## src/rtl/imm_ext_stage.sv

```systemverilog
// Registered immediate-extension stage: extends an I-bit immediate to N bits
// by mode and queues results in a 2-entry skid buffer with valid/ready on both sides.
module imm_ext_stage #(
  parameter int N = 32,
  parameter int I = 16
) (
  input  logic         clk,
  input  logic         reset,
  input  logic         in_valid,
  output logic         in_ready,
  input  logic [I-1:0] in_imm,
  input  logic [1:0]   in_mode,
  output logic         out_valid,
  input  logic         out_ready,
  output logic [N-1:0] out_y
);

  typedef enum logic [1:0] {
    EMPTY = 2'd0,
    ONE   = 2'd1,
    TWO   = 2'd2
  } state_e;

  state_e       state_q, state_d;
  logic [N-1:0] head_q, head_d;
  logic [N-1:0] skid_q, skid_d;
  logic         in_ready_q, in_ready_d;

  logic [N-1:0] sext;
  logic [N-1:0] ext;
  logic         push;
  logic         pop;

  assign sext = {{(N-I){in_imm[I-1]}}, in_imm};

  // NOTE: every signal written in an always_comb gets a value on every path
  // (defaults first), otherwise synthesis infers a latch.
  always_comb begin
    ext = sext;
    case (in_mode)
      2'd0:    ext = sext;
      2'd1:    ext = {{(N-I){1'b0}}, in_imm};
      2'd2:    ext = sext << 2;
      default: ext = {in_imm, {(N-I){1'b0}}};
    endcase
  end

  assign push      = in_valid && in_ready_q;
  assign pop       = out_valid && out_ready;
  assign out_valid = (state_q != EMPTY);
  assign out_y     = head_q;
  assign in_ready  = in_ready_q;

  // Results are stored already extended, so the mode never needs buffering.
  always_comb begin
    state_d = state_q;
    head_d  = head_q;
    skid_d  = skid_q;
    case (state_q)
      EMPTY: begin
        if (push) begin
          state_d = ONE;
          head_d  = ext;
        end
      end
      ONE: begin
        if (push && pop) begin
          head_d = ext;
        end else if (push) begin
          state_d = TWO;
          skid_d  = ext;
        end else if (pop) begin
          state_d = EMPTY;
        end
      end
      TWO: begin
        if (pop) begin
          state_d = ONE;
          head_d  = skid_q;
        end
      end
      default: state_d = EMPTY;
    endcase
    in_ready_d = (state_d != TWO);
  end

  // NOTE: sequential state uses non-blocking assignments only, so every flop
  // samples the pre-edge values and simulation matches the synthesized netlist.
  always_ff @(posedge clk) begin
    if (!reset) begin
      // NOTE: head and skid are explicitly cleared because out_y must read
      // zero after reset; the data registers are not left uninitialised.
      state_q    <= EMPTY;
      head_q     <= '0;
      skid_q     <= '0;
      in_ready_q <= 1'b0;
    end else begin
      state_q    <= state_d;
      head_q     <= head_d;
      skid_q     <= skid_d;
      in_ready_q <= in_ready_d;
    end
  end

endmodule

```

## config.mk

```make
export PLATFORM = sky130hd
export DESIGN_NAME = imm_ext_stage
export DESIGN_NICKNAME = d
export VERILOG_FILES = /design/src/rtl/imm_ext_stage.sv
export SDC_FILE = /design/constraint.sdc
export NUM_CORES = 1
export LEC_CHECK = 0
export ABC_AREA = 1
export CAP_MARGIN = 20
export CORE_ASPECT_RATIO = 1.75
export CORE_MARGIN = 5
export CORE_UTILIZATION = 30
export CTS_CLUSTER_SIZE = 10
export DETAILED_ROUTE_END_ITERATION = 10
export PLACE_DENSITY = 0.51
export SYNTH_ARGS = -nofsm -noshare
export SYNTH_HDL_FRONTEND = slang
export SYNTH_SLANG_ARGS = --single-unit
```

## constraint.sdc

```tcl
create_clock -name clk -period 2.4 [get_ports clk]
set_clock_uncertainty 0.05 [all_clocks]
set_input_delay 0.48 -clock clk [delete_from_list [all_inputs] [get_ports clk]]
set_output_delay 0.48 -clock clk [all_outputs]
set_load 0.02 [all_outputs]
```

=== After elaboration in Yosys (flattened, before gate mapping) ===
Index checks and enable logic that the tools add are counted.

* Bitwise gates (word level): 1
* Reductions and logical operators: 9
* Equal/unequal tests: 8
* Muxes and demuxes: 11

{| class="wikitable"
|+ Operator list
! operator !! number
|-
| 32-bit case mux with 3 select lines || 2
|-
| 32-bit 2-to-1 mux || 3
|-
| 2-bit 2-to-1 mux || 5
|-
| 2-bit != test (second input constant) || 4
|-
| 2-bit case mux with 3 select lines || 1
|-
| 2-bit by 1-bit == test with 1-bit output (second input constant) || 2
|-
| 2-bit == test (second input constant) || 2
|-
| 2-bit logical NOT || 2
|-
| 4-bit AND reduction || 1
|-
| 1-bit logical AND || 3
|-
| 3-bit AND reduction || 1
|-
| 3-bit nonzero test || 1
|-
| 2-bit nonzero test || 1
|-
| 1-bit inverter || 1
|}

* Output and inout port bits: 34
* Input bits: 22
* Flip-flop bits (word level): 67

=== Longest topological paths before layout ===
Gate-level depths: netlist (run 1).

* Word-level depth: 7
* Depth in mapped cells: 8

=== Worst setup path after synthesis (run 1) ===
OpenSTA, ideal clock, no wires.

* Path kind: reg-to-reg
* From: register state_q[0]
* To: register head_q[18], in the netlist out_y[18]
* Clock period less this slack: 1.290 ns
* Arrival time: 1.126 ns
* Cell stages (with the launch flop): 9
* Path slack: 1.110 ns
* Path buffers: 1
* Cell sequence: dfxtp_1 > inv_2 > nand2_1 > nand2_2 > nand2_4 > buf_4 > nand2_1 > nand2_1 > nor2_1

* Longest elaborated chain between the ends: 5

{| class="wikitable"
|+ RTL lines
! what !! line !! text
|-
| start: declaration || 24 || <nowiki>state_e state_q, state_d;</nowiki>
|-
| start signal: assignment || 98 || <nowiki>state_q <= state_d;</nowiki>
|-
| 2-bit nonzero test * || 50 || <nowiki>assign out_valid = (state_q != EMPTY);</nowiki>
|-
| named net out_valid || 13 || <nowiki>output logic out_valid,</nowiki>
|-
| 1-bit logical AND * || 49 || <nowiki>assign pop = out_valid && out_ready;</nowiki>
|-
| 1-bit logical AND || 67 || <nowiki>if (push && pop) begin</nowiki>
|-
| 2-bit != test (no line) || n/a ||
|-
| 4-bit AND reduction (no line) * || n/a ||
|-
| end signal: assignment || 94 || <nowiki>head_q <= '0;</nowiki>
|-
| end signal: assignment || 99 || <nowiki>head_q <= head_d;</nowiki>
|-
| end: declaration || 25 || <nowiki>logic [N-1:0] head_q, head_d;</nowiki>
|}

The timed path passes the listed nets; every way through them passes the cells marked *.
A chain may end at the register's enable or synchronous reset.

=== Worst setup path after layout (run 1) ===
* From: register state_q[0]
* To: output port out_valid

* Longest elaborated chain between the ends: 1

{| class="wikitable"
|+ RTL lines
! what !! line
|-
| 2-bit nonzero test || 50
|-
| end: declaration || 13
|}

No other way between the ends.

==> out/results.tsv, run 1 <==
stage	metric	value	unit
status	outcome	complete, no violations	
synth	syn nets	591	
cts	CTS resizes	0	
layout	Finished Cell Area	0.00441	mm^2
sta	worst rel slew slack	64.5	%
cts	CTS tree	built	
power_and_ir_drop	Logic pwr share	15.9	%
routing	post-route ant nets	0	
cts	clock buffer depth	2	
sta	fmax	492	MHz
power_and_ir_drop	clock network fraction of total power	44.0	%
synth	Post-Syn Area	0.00349	mm^2
synth	Cell variety after synth	19	
synth	Area contributors post-synth	dfxtp_1 38%, nand2_1 20%, nor2_1 8.8%	
power_and_ir_drop	Switching Share	26.3	%
min_path	HP Class	register to register	
cts	Hold Buf Count CTS	0	
routing	routed length per instance	12.5	um
placed_design	post-DP HPWL	6.59	mm
global_routing	global-route wire length before repair	15.9	mm
synth	YS warnings	0	
power_and_ir_drop	Peak VDD IR	0.373	mV
synth	Synth async-reset ratio	0	%
routing	final wirelength	9.42	mm
sta	Fin. Hold Viols	0	
power_and_ir_drop	Static Leakage	2.07	nW
die	core area	0.0115	mm^2
cts	CTS root buf	clkbuf_16	
routing	Pre-Repair DR Iteration Count	5	
global_routing	grt ovf	0	
placed_design	PortBufs	55	
synth	area share of the largest cell type after synthesis	38.4	%
worst_setup_path	Slowest Stage Delay on Critical Path	620	ps
worst_setup_path	Max FO, Critical Path	3	
worst_setup_path	Critical Path Start Type	register	
global_routing	largest net degree at the start of global routing	66	
placed_design	GPL Wtd Cong	0.780	
die	I/O Pins	56	
worst_setup_path	Reg2Reg Launch Point	state_q[1]	
synth	register area share after synthesis	38.4	%
sta	Least-Margin Pin Slew	532	ps
power_and_ir_drop	Int Pwr	2.19	mW
sta	Setup TNS Final	0	ps
power_and_ir_drop	P_sw	784	uW
worst_setup_path	CP Class	register to output port	
layout	utilization after layout	38.3	%
placed_design	placed cell count	737	
min_path	hold_sp	skid_q[5]	
sta	Setup violations, final	0	
worst_setup_path	Worst Setup SP	state_q[0]	
synth	#FFs+latches synth	67	
global_routing	Global Route Usage Sum	13.9	%
placed_design	dpl cell area	0.00412	mm^2
worst_setup_path	Critical Path AT	1500	ps
cts	TritonCTS Sinks	67	
synth	count leader, synth	nand2_1	
power_and_ir_drop	Reg power frac	40.0	%
sta	Slew Limit Fails	0	
synth	top post-synthesis cells by count	188 x nand2_1, 82 x nor2_1, 71 x inv_1	
sta	Fin Hold WS	393	ps
power_and_ir_drop	PD cells	675	mW/mm^2
die	FP Rows	52	
die	die area	0.0140	mm^2
layout	Final #Nets	635	
cts	Setup Buffers After CTS	0	
cts	worst-skew pair later-pin latency	330	ps
synth	most area-hungry cell type in the Yosys netlist	dfxtp_1	
synth	Post-synth EDFFs	0	
worst_setup_path	Critical Path, Cell by Cell	inv_2 > nand2_1 > clkdlybuf4s50_1	
layout	share of layout cells above drive strength 1	5.50	%
routing	vias per cell	4.55	
global_routing	initial antenna violation count	0	
layout	Synth-to-Final Area Change	26.5	%
synth	Synth Flop Type	dfxtp_1	
routing	vias	3423	
routing	drt drc	0	
flow_run	Max Cap Viol	0	
synth	Syn Area/Cell	6.13	um^2
worst_setup_path	CP Data Required Time	1870	ps
global_routing	vias in the first global route	3287	
die	Die Y	153	um
sta	fin crit share	84.7	%
worst_setup_path	R2R Setup Slk	840	ps
sta	RSZ-0062 raised after global routing	false	
layout	Non-Filler Instances	753	
die	Initial Util	30.3	%
sta	minimum clock period	2030	ps
routing	DRT iter0 DRCs	200	
die	Die X	91.5	um
layout	ant diodes	0	
synth	Syn Inst Count	569	
cts	TritonCTS Buffers	9	
cts	clk slew on worst S/H paths	50	ps
worst_setup_path	Crit. End Element	output port	
worst_setup_path	CP max-delay cell	clkdlybuf4s50_1	
cts	H-tree depth	3	
-- sequential cells by signal, indices dropped and copies added (netlist names) --
| register | count |
|---|---|
| state_q | 2 |
| skid_q | 32 |
| out_y | 32 |
| in_ready | 1 |
-- power by group through the flow --
stage | Clock, mW | Combinational, mW | Sequential [mW]
floorplan | 0 | 0.237 | 1.27
global placement | 0 | 0.477 | 1.21
detailed placement | 0 | 0.479 | 1.22
CTS | 1.35 | 0.481 | 1.19
global route | 1.39 | 0.528 | 1.20
finish | 1.31 | 0.475 | 1.19
-- final timing paths --
kind / cells after the start / end
worst max-delay path: 3 / out_valid
worst max register to register: 6 / out_y[0]
worst min-delay path: 2 / skid_q[5]
worst min register to register: 2 / skid_q[5]
-- through the flow --
step                      power (mW)  worst slack, ps
after global routing            3.12              327
after CTS                       3.02              348
after global placement          1.69              263
after detailed placement        1.69              246
final                           2.98              366
after floorplan                 1.50             1110
-- final cells by class --
cell class | count | area [um^2]
repair buffers | 67 | 673
multi-input cells | 394 | 1660
well taps | 135 | 169
fillers | 1219 | 7100
flip-flops and latches | 67 | 1340
inverters | 74 | 278
clock buffers | 14 | 254
clock inverters | 2 | 35.0
-- cell families (layout without fill, tap and decap cells) --
group	Yosys count	count (layout)	synth area share (%)
buffers and inverters	108	157	13.9
AND/OR/NAND/NOR	325	325	37.8
flip-flops	67	67	38.4
AO/OA/AOI/OAI	69	69	9.90
-- layout by cell type, fill, tap and decap left out, types with 2 or more instances in the layout --
master           synthesis  layout
clkbuf_16                0       9
buf_4                    8       9
nand2_1                188     188
inv_1                   71      71
clkdlybuf4s50_1          0      54
nand2_2                  2       2
buf_12                   0       3
dfxtp_1                 67      67
inv_2                    3       3
nor2_1                  82      82
nand3_1                 49      49
o21ai_0                 17      17
o21ai_1                  4       4
a21oi_1                 48      48
clkbuf_1                 4       4
-- critical path, delay by kind of cell (launching register included) --
family                 cells  cell delay, ps
buffers and inverters      2             690
DFF                        1             380
and+or+nand+nor            1             100
-- metal layers --
layer  vias to the layer above  part of all wire [%]  GRT usage [%]
li1                       1826                     -              -
met1                      1514                    44           16.3
met2                        72                    50           23.8
met3                        11                   4.7           3.95
met4                         0                   1.9           5.32
met5                         -                     0              0
No activity file was read; power rests on OpenSTA's default activity.
==> inputs of run 2 (changes only) <==
--- a/config.mk
+++ b/config.mk
@@ -12,7 +12,7 @@
 export CORE_UTILIZATION = 30
 export CTS_CLUSTER_SIZE = 10
 export DETAILED_ROUTE_END_ITERATION = 10
-export PLACE_DENSITY = 0.51
+export PLACE_DENSITY = 0.53
 export SYNTH_ARGS = -nofsm -noshare
 export SYNTH_HDL_FRONTEND = slang
 export SYNTH_SLANG_ARGS = --single-unit
==> constraint.sdc (replaced) <==
create_clock -name clk -period 1.8 [get_ports clk]
set_clock_uncertainty 0.05 [all_clocks]
set_input_delay 0.36 -clock clk [delete_from_list [all_inputs] [get_ports clk]]
set_output_delay 0.36 -clock clk [all_outputs]
set_load 0.02 [all_outputs]
==> run 2 against run 1 <==
  * Count of clock-buffer cells in the layout fell by 1
  * Total power rose by 35%
  * Largest power group unchanged
  * Sequential share of layout area fell by 0.89 points
  * Worst hold slack barely moved
  * Clock power rose by 34%
  * Via count rose by 2.0%
  * Final area rose by 3.0%
  * Critical endpoint is now out_y[27]
  * Critical path type unchanged
  * Combinational power rose by 40%
  * Wire length rose by 2.4%
  * Non-clock buffer count rose by 7
  * Flip-flop and latch count did not move
  * Register-to-register slack got worse by 420 ps
==> out/results.tsv, run 2 (synthesis results as in run 1) <==
stage	metric	value	unit
power_and_ir_drop	Pwr Total	4.02	mW
routing	drt drc	0	
global_routing	gr busiest metal	met2	
power_and_ir_drop	PD cells	885	mW/mm^2
worst_setup_path	Max FO, Critical Path	2	
worst_setup_path	CP delay by family, top	buffers and inverters	
cts	CTS resizes	1	
routing	vias per cell	4.60	
worst_setup_path	R2R Setup Slk	420	ps
placed_design	PortBufs	55	
sta	fmax	574	MHz
global_routing	grt ovf	0	
global_routing	met2 usage in global routing	24.3	%
worst_setup_path	Crit. End Element	output port	
die	Die X	91.5	um
worst_setup_path	Critical Path AT	1330	ps
sta	minimum clock period	1740	ps
global_routing	Global Route Usage Sum	14.1	%
sta	worst rel slew slack	70.0	%
sta	Least-Margin Pin Slew	450	ps
layout	most frequent cells in the layout	188 x nand2_1, 82 x nor2_1, 71 x inv_1	
sta	Slew Limit Fails	0	
min_path	HP Class	register to register	
cts	CTS root buf	clkbuf_16	
cts	Hold Buf Count CTS	0	
layout	Fill cells	1229	
routing	vias	3491	
global_routing	vias in the first global route	3221	
layout	Finished Cell Area	0.00455	mm^2
worst_setup_path	CP Class	register to output port	
worst_setup_path	Critical Path Start Type	register	
cts	clock buffer depth	2	
placed_design	post-DP HPWL	6.71	mm
min_path	Hold Path End	skid_q[1]	
placed_design	Place WS	-12.8	ps
sta	Fin. Hold Viols	0	
min_path	hold_sp	skid_q[1]	
worst_setup_path	CP max-delay cell	clkdlybuf4s50_1	
worst_setup_path	CP Data Required Time	1390	ps
cts	CTS tree	built	
layout	Final #Nets	642	
worst_setup_path	Worst Path Buf+Inv	1	
routing	final wirelength	9.64	mm
worst_setup_path	capture point of the worst reg-to-reg path	out_y[0]	
layout	Synth-to-Final Area Change	30.3	%
cts	H-tree depth	3	
die	Initial Util	30.3	%
die	die area	0.0140	mm^2
global_routing	largest net degree at the start of global routing	66	
layout	ant diodes	0	
layout	commonest non-fill, non-tap cell in the layout	nand2_1	
layout	Reg area	0.00134	mm^2
routing	post-route ant nets	0	
cts	TritonCTS Buffers	9	
routing	Pre-Repair DR Iteration Count	4	
placed_design	dpl cell area	0.00425	mm^2
worst_setup_path	Reg2Reg Launch Point	state_q[0]	
routing	routed length per instance	12.7	um
worst_setup_path	Slowest Stage Delay on Critical Path	620	ps
worst_setup_path	critical path depth in cells	1	
cts	TritonCTS Sinks	67	
layout	multi-input logic area	0.00166	mm^2
sta	RSZ-0062 raised after global routing	false	
die	Die Y	153	um
worst_setup_path	Critical Path, Cell by Cell	clkdlybuf4s50_1	
cts	Setup Buffers After CTS	0	
worst_setup_path	Reg2Reg Depth	8	
placed_design	GPL Wtd Cong	0.813	
sta	post-layout worst setup margin	56.7	ps
routing	DRT iter0 DRCs	195	
layout	utilization after layout	39.5	%
status	outcome	complete, no violations	
global_routing	grt met3 use	2.96	%
power_and_ir_drop	Static Leakage	2.14	nW
cts	worst-skew pair later-pin latency	330	ps
sta	Setup violations, final	0	
global_routing	initial antenna violation count	0	
sta	fin crit share	96.9	%
die	I/O Pins	56	
cts	clk slew on worst S/H paths	60	ps
power_and_ir_drop	Peak VDD IR	0.478	mV
die	core area	0.0115	mm^2
global_routing	global-route wire length before repair	15.9	mm
global_routing	GR Layer Usage met1	16.7	%
min_path	WHS Path Cells	2	
layout	share of layout cells above drive strength 1	6.73	%
flow_run	Max Cap Viol	0	
die	FP Rows	52	
[run 2: worst max-delay path by stage]
stage	from	endpoint	slack (ps)
after floorplan	state_q[0]	out_y[18]	510
after global routing	out_y[27]	out_y[27]	10
after detailed placement	in_mode[1]	out_y[7]	-10
after CTS	out_y[27]	out_y[27]	20
final	out_y[27]	out_y[27]	60
after global placement	in_mode[0]	out_y[26]	30
[run 2: cell type report]
class                   instances  area share, %
clock inverters                 2          0.771
well taps                     135           3.72
flip-flops and latches         67           29.5
inverters                      74           6.11
clock buffers                  13           5.73
multi-input cells             394           36.6
repair buffers                 74           17.6
[run 2: worst register-to-register path, cell delays in order (launching register included)]
cell and delay (ps):
dfxtp_1 380, inv_2 70, nand2_1 100, nand2_2 140, nand2_4 130, buf_12 180
inv_1 80, nor2_1 90, nor2_1 60
[run 2: metrics by stage]
step                setup TNS [ps]  std cells  hold slack (ps)
floorplan                        0        569              373
global placement                 0        744              381
detailed placement           -19.8        744              389
CTS                              0        759              397
global route                     0        759              411
finish                           0        759              393
[run 2: report_power, final]
group / internal, mW / switching (mW)
combinational: 0.287 / 0.379
sequential: 1.56 / 0.0363
clock: 1.14 / 0.627
[run 2: routing by layer]
metal	vias to the layer above	share of wire (%)
li1	1835	-
met1	1575	43
met2	71	51
met3	10	3.9
met4	0	1.8
met5	-	0
